File: src/rtl/vga_rx.sv
// rtl/vga_rx.sv - VGA receiver: locks to sync timing, recovers pixel coordinates, flags timing errors
module vga_rx #(
  parameter int H_ACTIVE        = 640,
  parameter int H_FP            = 16,
  parameter int H_SYNC          = 96,
  parameter int H_BP            = 48,
  parameter int V_ACTIVE        = 480,
  parameter int V_FP            = 10,
  parameter int V_SYNC          = 2,
  parameter int V_BP            = 33,
  parameter bit SYNC_ACTIVE_LOW = 1'b1
) (
  input  logic        clk,
  input  logic        reset,
  input  logic        vga_hsync,
  input  logic        vga_vsync,
  input  logic [2:0]  vga_rgb,
  input  logic        err_clr,
  output logic        pix_valid,
  output logic [9:0]  pix_x,
  output logic [9:0]  pix_y,
  output logic [2:0]  pix_rgb,
  output logic        frame_start,
  output logic        locked,
  output logic [15:0] frame_cnt,
  output logic        err_hlen,
  output logic        err_vlen
);

  localparam int H_TOTAL = H_ACTIVE + H_FP + H_SYNC + H_BP;
  localparam int V_TOTAL = V_ACTIVE + V_FP + V_SYNC + V_BP;

  localparam logic [9:0] H_LAST  = 10'(H_TOTAL - 1);
  localparam logic [9:0] HS_LAST = 10'(H_SYNC - 1);
  localparam logic [9:0] V_LAST  = 10'(V_TOTAL - 1);
  localparam logic [9:0] VS_END  = 10'(V_SYNC);
  localparam logic [9:0] H_VIS0  = 10'(H_SYNC + H_BP);
  localparam logic [9:0] H_VIS1  = 10'(H_SYNC + H_BP + H_ACTIVE - 1);
  localparam logic [9:0] V_VIS0  = 10'(V_SYNC + V_BP);
  localparam logic [9:0] V_VIS1  = 10'(V_SYNC + V_BP + V_ACTIVE - 1);
  localparam logic [9:0] CNT_MAX = 10'h3ff;

  typedef enum logic [1:0] {SEARCH, ACQUIRE, LOCKED} state_t;

  state_t      state, state_nx;
  logic        s1_hs, s1_vs, p_hs, p_vs;
  logic [2:0]  s1_rgb;
  logic [9:0]  hcnt, vcnt, h_pos, v_pos;
  logic        h_seen;
  logic        hs_rise, hs_fall, vs_rise, vs_fall;
  logic        h_viol, v_viol, fs_nx, in_win;

  // Stage 1: syncs normalised to active-high; p_* hold the previous stage-1 value
  always_ff @(posedge clk or negedge reset) begin
    if (!reset) begin
      s1_hs  <= 1'b0;
      s1_vs  <= 1'b0;
      p_hs   <= 1'b0;
      p_vs   <= 1'b0;
      s1_rgb <= 3'd0;
    end else begin
      s1_hs  <= vga_hsync ^ SYNC_ACTIVE_LOW;
      s1_vs  <= vga_vsync ^ SYNC_ACTIVE_LOW;
      p_hs   <= s1_hs;
      p_vs   <= s1_vs;
      s1_rgb <= vga_rgb;
    end
  end

  // hcnt/vcnt hold the position of the previous stage-1 sample; h_pos/v_pos that of the current one
  always_comb begin
    hs_rise = s1_hs & ~p_hs;
    hs_fall = ~s1_hs & p_hs;
    vs_rise = s1_vs & ~p_vs;
    vs_fall = ~s1_vs & p_vs;

    h_pos = hcnt;
    if (hs_rise)
      h_pos = 10'd0;
    else if (hcnt != CNT_MAX)
      h_pos = hcnt + 10'd1;

    v_pos = vcnt;
    if (vs_rise)
      v_pos = 10'd0;
    else if (hs_rise && vcnt != CNT_MAX)
      v_pos = vcnt + 10'd1;

    h_viol = h_seen & ((hs_rise & (hcnt != H_LAST)) | (hs_fall & (hcnt != HS_LAST)));
    v_viol = (state != SEARCH) &
             ((vs_rise & (vcnt != V_LAST)) | (vs_fall & ~(hs_rise & (v_pos == VS_END))));

    in_win = (h_pos >= H_VIS0) && (h_pos <= H_VIS1) && (v_pos >= V_VIS0) && (v_pos <= V_VIS1);
  end

  always_comb begin
    state_nx = state;
    fs_nx    = 1'b0;
    case (state)
      SEARCH: begin
        if (vs_rise)
          state_nx = ACQUIRE;
      end
      ACQUIRE: begin
        if (h_viol || v_viol) begin
          state_nx = SEARCH;
        end else if (vs_rise) begin
          state_nx = LOCKED;
          fs_nx    = 1'b1;
        end
      end
      LOCKED: begin
        if (h_viol || v_viol)
          state_nx = SEARCH;
        else if (vs_rise)
          fs_nx = 1'b1;
      end
      default: state_nx = SEARCH;
    endcase
  end

  always_ff @(posedge clk or negedge reset) begin
    if (!reset) begin
      state  <= SEARCH;
      hcnt   <= 10'd0;
      vcnt   <= 10'd0;
      h_seen <= 1'b0;
    end else begin
      state <= state_nx;
      hcnt  <= h_pos;
      vcnt  <= v_pos;
      // Line checks restart from the first hsync leading edge after falling back to SEARCH
      if (state_nx == SEARCH && state != SEARCH)
        h_seen <= 1'b0;
      else if (hs_rise)
        h_seen <= 1'b1;
    end
  end

  // Stage 2: registered outputs
  always_ff @(posedge clk or negedge reset) begin
    if (!reset) begin
      pix_valid   <= 1'b0;
      pix_x       <= 10'd0;
      pix_y       <= 10'd0;
      pix_rgb     <= 3'd0;
      frame_start <= 1'b0;
      locked      <= 1'b0;
      frame_cnt   <= 16'd0;
      err_hlen    <= 1'b0;
      err_vlen    <= 1'b0;
    end else begin
      pix_valid   <= (state_nx == LOCKED) & in_win;
      pix_x       <= h_pos - H_VIS0;
      pix_y       <= v_pos - V_VIS0;
      pix_rgb     <= s1_rgb;
      frame_start <= fs_nx;
      locked      <= (state_nx == LOCKED);
      frame_cnt   <= frame_cnt + {15'd0, fs_nx};
      err_hlen    <= h_viol | (err_hlen & ~err_clr);
      err_vlen    <= v_viol | (err_vlen & ~err_clr);
    end
  end

endmodule

File: config.mk
export PLATFORM = sky130hd
export DESIGN_NAME = vga_rx
export DESIGN_NICKNAME = d
export VERILOG_FILES = /design/src/rtl/vga_rx.sv
export SDC_FILE = /design/constraint.sdc
export NUM_CORES = 1
export LEC_CHECK = 0
export CELL_PAD_IN_SITES_DETAIL_PLACEMENT = 1
export CELL_PAD_IN_SITES_GLOBAL_PLACEMENT = 2
export CORE_UTILIZATION = 30
export CTS_CLUSTER_DIAMETER = 100
export CTS_CLUSTER_SIZE = 25
export DETAILED_ROUTE_END_ITERATION = 8
export HOLD_SLACK_MARGIN = 0.03
export PLACE_DENSITY = 0.67
export SYNTH_ARGS = -nofsm -noshare
export SYNTH_HDL_FRONTEND = slang
export SYNTH_SLANG_ARGS = --single-unit
File: constraint.sdc
create_clock -name clk -period 4.5 [get_ports clk]
set_clock_uncertainty 0.05 [all_clocks]
set_input_delay 0.9 -clock clk [delete_from_list [all_inputs] [get_ports clk]]
set_output_delay 0.9 -clock clk [all_outputs]
set_load 0.01 [all_outputs]
==> results.sh, run 1 <==
export IMPL_status="completed"
export IMPL_post_cts_buffers=0
export IMPL_drc_errors=0
export IMPL_p_leak_nw=1.899
export IMPL_yosysWarnings=0
export IMPL_fmax_mhz=243.4
export IMPL_cts_made_buffers=9
export IMPL_vias=2597
export IMPL_multi_input_area_um2=1546
export IMPL_grt_pass1_wl_um=13690
export IMPL_r2r_setup_slack_ns=0.39
export IMPL_clockRootBuffer="clkbuf_16"
export IMPL_antenna_found_initial=0
export IMPL_r2r_cells=13
export IMPL_cp_cell_sequence="ha_1 > and3b_1 > a31oi_1 > or3_4 > o41a_1 > nor2_1 > o2111a_1 > ha_1 > ha_1 > nand3_1 > or2_2 > nor2_1 > xor2_1"
export IMPL_synth_seq_cells=70
export IMPL_final_setup_viol_count=0
export IMPL_cp_end_kind="register"
export IMPL_cts_hold_buffers=0
export IMPL_start_kind="register"
export IMPL_cp_required_ns=4.70
export IMPL_r2r_start="vcnt[0]"
export IMPL_synth_edff_count=0
export IMPL_hold_end="pix_rgb[2]"
export IMPL_drt_wl_total_um=8156
export IMPL_max_stage_delay_ns=0.49
export IMPL_min_period_ns=4.108
export IMPL_hold_path_class="register to register"
export IMPL_clock_path_buffers=2
export IMPL_rsz0062_at_grt="no"
export IMPL_wl_per_cell_um=15.68
export IMPL_synth_area_per_cell_um2=10.73
export IMPL_start_util=0.3127
export IMPL_gp_congestion=0.7854
export IMPL_period_share=0.9129
export IMPL_fill_cells=1236
export IMPL_routed_via_density=4.994
export IMPL_drive_above_1_share=0.09211
export IMPL_r2r_end="frame_cnt[12]"
export IMPL_core_um2=10980
export IMPL_synthFlopType="dfrtp_1"
export IMPL_crit_arrival_ns=4.31
export IMPL_async_flop_share=1.000
export IMPL_synthesis_area_um2=3435
export IMPL_dp_slack_ns=0.3798
export IMPL_irDropWorstVdd_uv=188.7
export IMPL_powerDensity_nw_per_um2=454.4
export IMPL_clk_latency_ns=0.33
export IMPL_clock_sinks=70
export IMPL_syn_inst=320
export IMPL_worstMarginPinSlew_ns=0.8041
export IMPL_dieWidth_um=109.0
export IMPL_grt_max_degree=38
export IMPL_yosysUniqueCellTypes=63
export IMPL_dpl_hpwl_um=5840
export IMPL_cp_common_cell="ha_1"
export IMPL_crit_fanout=8
export IMPL_seq_area_um2=1752
export IMPL_grt_pass1_vias=2642
export IMPL_slew_violations=0
export IMPL_num_rows=38
export IMPL_firstDrtPassIters=4
export IMPL_slew_headroom=0.4639
export IMPL_first_iter_violations=84
export IMPL_max_cap_viol_count=0
export IMPL_portBuffers=51
export IMPL_clkTransAtPathRegs_ns=0.05
export IMPL_cts_resized=0
export IMPL_cpMaxStageDelayCell="o41a_1"
export IMPL_die_area_um2=11880
export IMPL_min_from="s1_rgb[2]"
export IMPL_synth_nets=341
export IMPL_h_tree_depth=3
export IMPL_hold_violations=0
export IMPL_grtUsageTotal=0.1542
export IMPL_die_h_um=109.0
export IMPL_hold_path_depth=0
export IMPL_setup_ws_ns=0.3919
export IMPL_yosysSeqAreaShare=0.5100
export IMPL_drtAntennaViolNets=0
export IMPL_cts_tree="yes"
export IMPL_setup_tns_final_ns=0
export IMPL_syn_to_final_growth_pct=28.42
export IMPL_path_class="register to register"
export IMPL_grt_ovfl_total=0
export IMPL_nets=396
export IMPL_boundaryPins=52
export IMPL_antenna_cells=0
[sequential cells by signal, summed over array words and instances, names as in the netlist, 2 cells and up]
register and cells:
frame_cnt 16, pix_rgb 3, vcnt 10, state 2, hcnt 6, pix_y 10, s1_rgb 3, pix_x 10
[power breakdown]
part	total [mW]	leakage (nW)	internal (mW)	switching (mW)
logic	0.424	0.867	0.214	0.210
clock network	0.789	0.162	0.515	0.273
registers	0.791	0.870	0.713	0.0780
total	2.00	1.90	1.44	0.562
[layout make-up]
class / instances / share of cell area
well taps: 140 / 0.03972
flip-flops and latches: 70 / 0.3972
multi-input cells: 221 / 0.3506
repair buffers: 55 / 0.1214
clock buffers: 11 / 0.05730
clock inverters: 5 / 0.01844
inverters: 18 / 0.01532
[cells in the mapped netlist (3+ instances only)]
cell type / count / area [µm²]
buf_4: 5 / 37.54
nor2b_1: 6 / 37.54
and3_1: 5 / 31.28
nor2_1: 24 / 90.09
a41oi_1: 3 / 26.28
a31oi_1: 4 / 25.02
nand2_1: 21 / 78.83
and4_1: 3 / 26.28
a211oi_1: 5 / 37.54
or2_2: 3 / 18.77
xor2_1: 11 / 96.34
clkbuf_1: 4 / 15.01
or3_1: 4 / 25.02
xnor2_1: 18 / 157.7
o21ai_0: 9 / 45.04
and2_1: 4 / 25.02
a21oi_1: 10 / 50.05
ha_1: 13 / 162.7
dfrtp_1: 70 / 1752
nor3_1: 8 / 40.04
nand2b_1: 3 / 18.77
inv_1: 18 / 67.56
nand4_1: 8 / 50.05
nand3_1: 11 / 55.05
mux2i_1: 4 / 40.04
[placed cells by master, fill, tap and decap left out, drive strengths merged, types with 3 or more instances in the layout]
cell type       n
or3             5
mux2i           4
inv            18
ha             13
and2            4
nand3          11
buf             5
o21ai          10
a211oi          6
and3            5
nand2b          3
xor2           11
a41oi           3
or2             3
clkdlybuf4s50  50
nor3            8
dfrtp          70
xnor2          18
clkbuf         11
a31oi           4
a21oi          10
nand2          21
nand4           8
nor2b           6
nor2           24
and4            4
[logic make-up after synthesis]
group,count (synthesis),synth area share
compound gates,61,0.1352
xor+xnor,29,0.07395
fa+ha+maj,13,0.04736
buf+inv,29,0.03971
flops,70,0.5100
mux,4,0.01166
simple gates,114,0.1822
[how the worst max path moves through the flow]
stage,startpoint,to,slack [ns],depth (start not counted)
global placement,vcnt[0],frame_cnt[12],0.51,13
global route,vcnt[0],frame_cnt[12],0.06,13
floorplan,vcnt[0],frame_cnt[14],0.82,15
detailed placement,vcnt[0],frame_cnt[12],0.38,13
finish,vcnt[0],frame_cnt[12],0.39,13
CTS,vcnt[0],frame_cnt[12],0.38,13
[per-layer routing]
metal,part of all wire,GRT usage
met4,0.0092,0.06178
met1,0.51,0.2151
met2,0.45,0.2255
met3,0.037,0.04065
met5,0,0
[critical path, delay by kind of cell, from the launching register on]
| kind | cells | cell delay, ns |
|---|---|---|
| compound gates | 3 | 0.99 |
| xor+xnor | 1 | 0.14 |
| fa+ha+maj | 3 | 0.73 |
| flops | 1 | 0.42 |
| simple gates | 6 | 1.68 |
[stage by stage]
stage / instance area (µm²) / util / instances / hold slack (ns) / power (mW)
2_1_floorplan: 3435 / - / 320 / 0.2812 / 1.031
3_3_place_gp: 4076 / 0.3712 / 504 / 0.2852 / 1.226
3_5_place_dp: 4076 / 0.3712 / 504 / 0.2864 / 1.229
4_1_cts: 4410 / 0.4016 / 520 / 0.2988 / 2.037
5_1_grt: 4410 / 0.4016 / 520 / 0.3086 / 2.123
6_report: 4410 / 0.4016 / 520 / 0.2978 / 2.004
(Power assumes the default switching activity.)
==> inputs of run 2 (changes only) <==
ABC_AREA = 1   (was not set)
CAP_MARGIN = 20   (was not set)
PLACE_DENSITY = 0.7   (was 0.67)
==> run 2 against run 1 <==
Area after synthesis decreased by 1.1%. Power decreased by 9.5%. Via count unchanged. Combinational power decreased by 6.6%. Register-to-register slack improved by 0.13 ns. Critical endpoint is now frame_cnt[15]. Highest routed layer unchanged.
==> results.sh, run 2 <==
export IMPL_place_area_um2=4054
export IMPL_num_rows=38
export IMPL_die_h_um=108.4
export IMPL_synth_nets=386
export IMPL_grt_pass1_wl_um=12810
export IMPL_grt_ovfl_total=0
export IMPL_p_leak_nw=2.050
export IMPL_clk_latency_ns=0.33
export IMPL_max_stage_delay_ns=0.37
export IMPL_drtAntennaViolNets=0
export IMPL_synth_most_common_cell="dfrtp_1"
export IMPL_cp_end_kind="register"
export IMPL_top_register="frame_cnt"
export IMPL_antenna_found_initial=0
export IMPL_grt_pass1_vias=2573
export IMPL_syn_inst=365
export IMPL_synthesis_area_um2=3397
export IMPL_synth_top_area_cell="dfrtp_1"
export IMPL_synth_area_per_cell_um2=9.307
export IMPL_crit_fanout=4
export IMPL_cp_required_ns=4.67
export IMPL_final_cell_mix="dfrtp_1, inv_1, nand2_1"
export IMPL_slew_violations=0
export IMPL_syn_to_final_growth_pct=28.62
export IMPL_status="completed"
export IMPL_post_cts_buffers=0
export IMPL_synth_seq_cells=70
export IMPL_setup_tns_final_ns=0
export IMPL_crit_path_end="frame_cnt[15]"
export IMPL_drt_wl_total_um=7771
export IMPL_vias=2597
export IMPL_fmax_mhz=251.5
export IMPL_start_kind="register"
export IMPL_worstMarginPinSlew_ns=0.8919
export IMPL_r2r_cells=29
export IMPL_yosysWarnings=0
export IMPL_grt_max_degree=71
export IMPL_fill_cells=1286
export IMPL_irDropWorstVdd_uv=183.9
export IMPL_fin_cells=569
export IMPL_dp_slack_ns=0.2129
export IMPL_powerDensity_nw_per_um2=415.2
export IMPL_final_util=0.3995
export IMPL_clkTransAtPathRegs_ns=0.06
export IMPL_slew_headroom=0.4054
export IMPL_cts_tree="yes"
export IMPL_async_flop_share=1.000
export IMPL_synth_common_cells="dfrtp_1, inv_1, nand2_1, nor2_1, nand3_1"
export IMPL_dpl_hpwl_um=5811
export IMPL_first_iter_violations=100
export IMPL_hold_path_class="register to register"
export IMPL_dpl_cell_count=553
export IMPL_layout_commonest_cell="dfrtp_1"
export IMPL_period_share=0.8836
export IMPL_clock_path_buffers=2
export IMPL_h_tree_depth=3
export IMPL_crit_arrival_ns=4.14
export IMPL_path_class="register to register"
export IMPL_yosysUniqueCellTypes=35
export IMPL_r2r_setup_slack_ns=0.52
export IMPL_wl_per_cell_um=13.66
export IMPL_grtUsageTotal=0.1438
export IMPL_dieWidth_um=108.4
export IMPL_portBuffers=51
export IMPL_boundaryPins=52
export IMPL_holdWs_ns=0.2972
export IMPL_cts_made_buffers=9
export IMPL_clockRootBuffer="clkbuf_16"
export IMPL_r2r_end="frame_cnt[15]"
export IMPL_clock_sinks=70
export IMPL_synth_edff_count=0
export IMPL_antenna_cells=0
export IMPL_yosysSeqAreaShare=0.5157
export IMPL_setup_ws_ns=0.5240
export IMPL_routed_via_density=4.564
export IMPL_fin_area_um2=4369
export IMPL_max_cap_viol_count=0
export IMPL_nets=445
export IMPL_yosysTopAreaCellShare=0.5157
export IMPL_crit_start="vcnt[0]"
export IMPL_drive_above_1_share=0.1259
export IMPL_drc_errors=0
export IMPL_cts_hold_buffers=0
export IMPL_hold_violations=0
export IMPL_firstDrtPassIters=4
export IMPL_synthTopCellsByArea="dfrtp_1, inv_1, nand2_1, xor2_1, ha_1"
export IMPL_synthFlopType="dfrtp_1"
export IMPL_die_area_um2=11750
export IMPL_core_um2=10940
export IMPL_min_period_ns=3.976
export IMPL_gp_congestion=0.7714
export IMPL_r2r_start="vcnt[0]"
export IMPL_largest_reg_flops=16
export IMPL_start_util=0.3106
export IMPL_cpMaxStageDelayCell="dfrtp_1"
export IMPL_power_mw=1.814
export IMPL_final_setup_viol_count=0
## run 2: cell types whose count changed after synthesis, moves of 6 or more
cell	delta
inv_1	+42
nand2_1	+33
nand3_1	+20
xnor2_1	-12
xor2_1	+12
nor2_1	+9
nand3_2	+7
nor2b_1	-6
## run 2: cell type report
| type | instances | area [µm²] | share of cell area |
|---|---|---|---|
| clock buffer | 9 | 225.2 | 0.05155 |
| clock inverter | 7 | 53.80 | 0.01231 |
| inverter | 62 | 232.7 | 0.05326 |
| multi-input combinational | 226 | 1393 | 0.3187 |
| sequential | 70 | 1752 | 0.4009 |
| tap | 140 | 175.2 | 0.04009 |
| timing repair buffer | 55 | 538.0 | 0.1231 |
## run 2: timing repair
| item | 4_1_cts | 5_1_grt |
|---|---|---|
| resized for setup | 0 | 9 |
| endpoints found under the setup margin | 0 | 3 |
| hold endpoints to repair | 0 | 0 |
## run 2: cells by family (layout without fill, tap and decap cells)
family	after synthesis	in the layout	share of synthesized area
simple gates	157	157	0.2258
compound gates	27	27	0.05083
flops	70	70	0.5157
buf+inv	69	133	0.08508
xor+xnor	29	29	0.07477
fa+ha+maj	13	13	0.04788
## run 2: worst min path at each step
stage                 end  startpoint  depth (start not counted)
2_1_floorplan  pix_rgb[0]   s1_rgb[0]                          0
3_3_place_gp   pix_rgb[1]   s1_rgb[1]                          0
3_5_place_dp   pix_rgb[2]   s1_rgb[2]                          0
4_1_cts        pix_rgb[2]   s1_rgb[2]                          0
5_1_grt        pix_rgb[0]   s1_rgb[0]                          0
6_report       pix_rgb[2]   s1_rgb[2]                          0
## run 2: critical path: cells and delay by family (launching register included)
family        cells  cell delay (ns)
xor+xnor          1             0.13
fa+ha+maj         3             0.57
buf+inv           4             0.26
flops             1             0.37
simple gates     21             2.47
## run 2: per-layer routing
| metal | track usage | part of all wire | up-vias |
|---|---|---|---|
| met3 | 0.02712 | 0.036 | 13 |
| met4 | 0.06660 | 0.020 | 0 |
| li1 | - | - | 1273 |
| met1 | 0.1953 | 0.49 | 1258 |
| met2 | 0.2206 | 0.45 | 53 |
| met5 | 0 | 0 | - |
## run 2: power by group
| part | switching (mW) | leakage, nW | internal [mW] |
|---|---|---|---|
| logic | 0.209 | 1.04 | 0.187 |
| clock network | 0.281 | 0.141 | 0.379 |
| registers | 0.0549 | 0.869 | 0.703 |
| total | 0.545 | 2.05 | 1.27 |
